==> src/rtl/uart_frame_tx.sv <==
// rtl/uart_frame_tx.sv - frames buffer bytes as AA 55 LEN payload [CSUM] for a byte-level UART transmitter
// Optional trailing checksum byte is built when FRAME_CSUM_EN is defined.
module uart_frame_tx #(
    parameter int         ADDR_W  = 8,
    parameter logic [7:0] HDR0    = 8'hAA,
    parameter logic [7:0] HDR1    = 8'h55,
    parameter int         GAP_CYC = 4,
    parameter int         TMO_CYC = 100000
) (
    input  logic              sys_clk,
    input  logic              sys_rst_n,
    input  logic              start,
    input  logic [7:0]        frame_len,
    input  logic [ADDR_W-1:0] base_addr,
    output logic              busy,
    output logic              done,
    output logic              err,
    output logic              rd_en,
    output logic [ADDR_W-1:0] rd_addr,
    input  logic [7:0]        rd_data,
    output logic              tx_en,
    output logic [7:0]        tx_data,
    input  logic              tx_done
);
    localparam int GW = (GAP_CYC > 1) ? $clog2(GAP_CYC) : 1;

    typedef enum logic [2:0] {S_IDLE, S_FETCH, S_LOAD, S_SEND, S_GAP} state_t;
    typedef enum logic [2:0] {P_H0, P_H1, P_LEN, P_PAY, P_CSUM} phase_t;

    state_t            state, state_nxt;
    phase_t            phase, phase_nxt;
    logic [7:0]        len_q, idx, idx_nxt;
    logic [ADDR_W-1:0] base_q;
    logic [GW-1:0]     gap_cnt;
    logic [19:0]       tmo_cnt;
    logic              accept, gap_last, tmo_hit, finish, abort;
    logic [7:0]        load_byte;

    // busy stays high through the done cycle, so a start coinciding with done is dropped
    assign accept   = (state == S_IDLE) && start && !busy;
    assign gap_last = (gap_cnt == GW'(GAP_CYC - 1));
    assign tmo_hit  = (tmo_cnt == 20'(TMO_CYC - 1));

`ifdef FRAME_CSUM_EN
    logic [7:0] csum;

    always_ff @(posedge sys_clk or negedge sys_rst_n) begin
        if (!sys_rst_n) begin
            csum <= '0;
        end else if (accept) begin
            csum <= '0;
        end else if (state == S_LOAD && phase == P_LEN) begin
            csum <= len_q;
        end else if (state == S_LOAD && phase == P_PAY) begin
            csum <= csum + rd_data;
        end
    end
`endif

    always_comb begin
        load_byte = 8'h00;
        case (phase)
            P_H0:    load_byte = HDR0;
            P_H1:    load_byte = HDR1;
            P_LEN:   load_byte = len_q;
            P_PAY:   load_byte = rd_data;
`ifdef FRAME_CSUM_EN
            P_CSUM:  load_byte = csum;
`endif
            default: load_byte = 8'h00;
        endcase
    end

    always_ff @(posedge sys_clk or negedge sys_rst_n) begin
        if (!sys_rst_n) begin
            state <= S_IDLE;
        end else begin
            state <= state_nxt;
        end
    end

    always_comb begin
        state_nxt = state;
        phase_nxt = phase;
        idx_nxt   = idx;
        finish    = 1'b0;
        abort     = 1'b0;
        rd_en     = 1'b0;
        rd_addr   = '0;
        case (state)
            S_IDLE: begin
                if (accept) begin
                    state_nxt = S_LOAD;
                    phase_nxt = P_H0;
                    idx_nxt   = 8'd0;
                end
            end
            S_FETCH: begin
                rd_en     = 1'b1;
                rd_addr   = base_q + ADDR_W'(idx);
                state_nxt = S_LOAD;
            end
            S_LOAD: state_nxt = S_SEND;
            S_SEND: begin
                if (tx_done) begin
                    state_nxt = S_GAP;
                end else if (tmo_hit) begin
                    abort     = 1'b1;
                    state_nxt = S_IDLE;
                end
            end
            S_GAP: begin
                if (gap_last) begin
                    case (phase)
                        P_H0: begin
                            phase_nxt = P_H1;
                            state_nxt = S_LOAD;
                        end
                        P_H1: begin
                            phase_nxt = P_LEN;
                            state_nxt = S_LOAD;
                        end
                        P_LEN, P_PAY: begin
                            if ((phase == P_LEN && len_q != 8'd0) ||
                                (phase == P_PAY && idx != len_q - 8'd1)) begin
                                idx_nxt   = (phase == P_LEN) ? 8'd0 : idx + 8'd1;
                                phase_nxt = P_PAY;
                                state_nxt = S_FETCH;
                            end else begin
`ifdef FRAME_CSUM_EN
                                phase_nxt = P_CSUM;
                                state_nxt = S_LOAD;
`else
                                finish    = 1'b1;
                                state_nxt = S_IDLE;
`endif
                            end
                        end
                        default: begin
                            finish    = 1'b1;
                            state_nxt = S_IDLE;
                        end
                    endcase
                end
            end
            default: state_nxt = S_IDLE;
        endcase
    end

    always_ff @(posedge sys_clk or negedge sys_rst_n) begin
        if (!sys_rst_n) begin
            phase   <= P_H0;
            idx     <= '0;
            len_q   <= '0;
            base_q  <= '0;
            gap_cnt <= '0;
            tmo_cnt <= '0;
            busy    <= 1'b0;
            done    <= 1'b0;
            err     <= 1'b0;
            tx_en   <= 1'b0;
            tx_data <= '0;
        end else begin
            phase <= phase_nxt;
            idx   <= idx_nxt;
            if (accept) begin
                len_q  <= frame_len;
                base_q <= base_addr;
            end
            gap_cnt <= (state == S_GAP && !gap_last) ? gap_cnt + GW'(1) : '0;
            tmo_cnt <= (state == S_SEND && !tx_done) ? tmo_cnt + 20'd1 : '0;
            // tx_en rises one cycle after tx_data settles and drops right after tx_done
            tx_en   <= (state == S_SEND) && !tx_done && !tmo_hit;
            done    <= finish || abort;
            err     <= abort;
            busy    <= (state_nxt != S_IDLE) || finish || abort;
            if (state == S_LOAD) begin
                tx_data <= load_byte;
            end
        end
    end
endmodule

==> config.mk <==
export PLATFORM = sky130hd
export DESIGN_NAME = uart_frame_tx
export DESIGN_NICKNAME = d
export VERILOG_FILES = /design/src/rtl/uart_frame_tx.sv
export SDC_FILE = /design/constraint.sdc
export NUM_CORES = 1
export LEC_CHECK = 0
export CORE_AREA = 10 10 95 88
export CTS_CLUSTER_SIZE = 8
export DETAILED_ROUTE_END_ITERATION = 10
export DIE_AREA = 0 0 105 98
export PLACE_DENSITY_LB_ADDON = 0.1
export SLEW_MARGIN = 10
export SYNTH_ARGS = -nofsm -noshare
export SYNTH_HDL_FRONTEND = slang
export SYNTH_SLANG_ARGS = --single-unit
==> constraint.sdc <==
create_clock -name sys_clk -period 2.85 [get_ports sys_clk]
set_clock_uncertainty 0.1 [all_clocks]
set_input_delay 0.285 -clock sys_clk [delete_from_list [all_inputs] [get_ports sys_clk]]
set_output_delay 0.285 -clock sys_clk [all_outputs]
set_load 0.03 [all_outputs]
==> flow_summary_export.csv <==
group,metric,value,unit
setup_path,worstPathCellList,"ha_1, a21o_1, a21oi_2, xnor2_1, nor2_1, clkdlybuf4s50_1",
final_layout,antenna_cells_inserted,0,
route,starting_drt_drc_count,120,
synthesis,synth-async-reset-ratio,100,%
synthesis,ys_ff_latch,63,
placed_design,finalWeightedCongestion,0.824,
timing,layout_worst_path_cycle_share,96.9,%
timing,setup_viol_count_final,0,
clock_network,clk_latency,0.34,ns
setup_path,cp_num_buf_inv,1,
floorplan,floorplan.die_area,0.0103,sq mm
grt,grt_pass1_vias,2811,
placed_design,dp_cells,512,
clock_network,clock-root-buffer,"sky130_fd_sc_hd__clkbuf_8",
grt,wire_length_of_the_first_global_routing_pass,13700,microns
synthesis,synth_top_cells_by_area,"sky130_fd_sc_hd__dfrtp_1, sky130_fd_sc_hd__nand2_1, sky130_fd_sc_hd__xor2_1",
final_layout,finalNonFillerCells,528,
synthesis,yosys_warnings,0,
clock_network,clk_transition_reported_paths,0.07,ns
floorplan,initial_utilization,53.2,%
timing,final_max_slew_viol_count,0,
timing,layout_setup_ws,0.0881,ns
final_layout,area.growth.synth_to_final,24.7,%
route,dr_total_vias,2801,
clock_network,tritoncts_num_sinks,63,
setup_path,end_kind,"output port",
setup_path,critical_path_class,"reg -> out",
setup_path,cp.required,2.47,ns
placed_design,hpwl,5970,microns
final_layout,drive_gt1_share,9.36,%
synthesis,sequential_element_share_of_the_synthesized_area,45.9,%
floorplan,dieWidth,105,microns
route,antenna_viol_nets_final,0,
clock_network,ctsLongestPathBuffers,2,
timing,clock.fmax,0.362,GHz
route,drt-vias-per-instance,5.30,
setup_path,worst_path_max_delay_cell,"sky130_fd_sc_hd__clkdlybuf4s50_1",
synthesis,yosys.cell_types.count,48,
synthesis,netlist.area_leader.share,45.9,%
timing,max-slew-margin-rel,32.4,%
setup_path,timing.critical_path.arrival,2.38,ns
synthesis,synth_cells,378,
clock_network,ctsHoldBuffers,0,
pwr,peakVddDrop,0.000523,V
placed_design,place_worst_setup_slack,0.143,ns
hold_path,hp-class,"in -> async",
final_layout,layout_common_cells,"sky130_fd_sc_hd__dfrtp_1, sky130_fd_sc_hd__nand2_1, sky130_fd_sc_hd__clkdlybuf4s50_1",
setup_path,max_incr_delay_on_cp,0.69,ns
route,drc,0,
synthesis,yosys_most_used_dff,"sky130_fd_sc_hd__dfrtp_1",
pwr,p_leak,1.92,nW
floorplan,core_region_area,0.00645,sq mm
floorplan,floorplan.rows,28,
route,routed_wirelength,8060,microns
clock_network,cts_buffers,9,
timing,final-hold-violation-count,0,
timing,min_period,2.76,ns
job,timing.max_cap.violations,0,
grt,grt_antenna_before_repair,0,
floorplan,top_level_ports,49,
placed_design,place.port_buffers,48,
synthesis,post_synthesis_area_per_instance,9.08,sq um
floorplan,die_h,98,microns
timing,max_slew.worst_pin.slew,1.01,ns
grt,overflow,0,
timing,timing.setup.tns,0,ns
synthesis,synth_fp_nets,419,
clock_network,cts_tree,"built",
synthesis,synth-edff-count,0,
clock_network,cts.htree.levels,3,
final_layout,num-nets-final,475,
synthesis,post_synth_instance_area,0.00343,sq mm
grt,global_route.usage.total,16.3,%
setup_path,timing.critical_path.from_type,"register",
setup_path,critical_path_peak_fanout,5,
route,drt_first_pass_iters,4,
synthesis,synth_area_leader_cell,"sky130_fd_sc_hd__dfrtp_1",
grt,pin_count_of_the_biggest_net_entering_global_routing,47,
final_layout,final_common_cell,"sky130_fd_sc_hd__dfrtp_1",
pwr,power-per-cell-area,905,mW/mm^2
status,outcome,"finished clean",
route,wl_per_cell,15.3,microns
setup_path,critical-path-top-delay-family,"buffers and inverters",
[cells in the mapped netlist (all sizes together) (2+ instances only)]
library cell	count
a21o	3
a21oi	16
a22oi	3
a31oi	5
and2	3
and3	10
and4b	2
clkbuf	12
dfrtp	63
ha	12
inv	17
nand2	61
nand2b	6
nand3	14
nand4	11
nor2	38
nor2b	3
nor3	6
nor3b	2
nor4	6
o211ai	3
o21ai	23
o21bai	2
o221ai	4
o31ai	2
or3	4
xnor2	10
xor2	22
[kinds of logic after synthesis]
family | Yosys count | share of synthesized area (%)
buffers and inverters | 29 | 3.17
adder cells (fa/ha/maj) | 13 | 4.96
AO/OA/AOI/OAI | 68 | 12.7
XOR/XNOR | 32 | 8.17
multiplexers | 1 | 0.292
flip-flops | 63 | 45.9
AND/OR/NAND/NOR | 172 | 24.8
[what timing repair did]
action | in CTS | in global routing
pin swaps | 0 | 1
endpoints found under the setup margin | 3 | 3
setup buffers | 0 | 1
resized for setup | 6 | 6
[registers in the layout (all words and copies together) (netlist names), 2 cells and up]
register / cells
phase: 2
tmo_cnt: 20
state: 3
gap_cnt: 2
len_q: 8
base_q: 8
idx: 8
tx_data: 8
[cell type report]
cell class,count,area (sq um)
Timing Repair Buffer,57,532
Clock buffer,13,179
Inverter,17,63.8
Sequential cell,63,1580
Fill cell,586,2170
Clock inverter,2,37.5
Tap cell,90,113
Multi-Input combinational cell,286,1780
[metrics by stage]
step | total power, mW | util (%) | hold slack (ns) | area (sq um)
global route | 4.17 | 66.4 | 0.0906 | 4280
finish | 3.87 | 66.4 | 0.0214 | 4280
detailed placement | 3.00 | 62.5 | 0.338 | 4030
global placement | 2.97 | 62.5 | 0.329 | 4030
CTS | 3.87 | 66.0 | 0.0491 | 4260
floorplan | 2.47 | - | -0.111 | 3430
[report_power, final]
part,switching [mW],internal (mW),leakage [nW]
Clock,0.340,0.495,0.108
Sequential,0.290,1.13,0.833
Combinational,0.930,0.690,0.981
Total,1.56,2.31,1.92
[metal layers]
layer  track usage (%)  share of wire (%)
met5                 0                  0
met1              21.6                 50
met3              4.93                5.1
met4              5.91                1.3
met2              24.6                 44
[final timing paths]
kind,from,to,slack (ns),depth (start not counted)
max,idx[1]$_DFFE_PN0P_,rd_addr[3],0.09,6
min,sys_rst_n,len_q[1]$_DFFE_PN0P_,0.02,1
max reg2reg,len_q[0]$_DFFE_PN0P_,idx[2]$_DFFE_PN0P_,0.48,8
min reg2reg,gap_cnt[0]$_DFF_PN0_,gap_cnt[0]$_DFF_PN0_,0.34,1
max in group asynchronous,sys_rst_n,tmo_cnt[19]$_DFF_PN0_,1.89,2
min in group sys_clk,gap_cnt[0]$_DFF_PN0_,gap_cnt[0]$_DFF_PN0_,0.34,1
No activity file was read; power rests on OpenSTA's default activity.
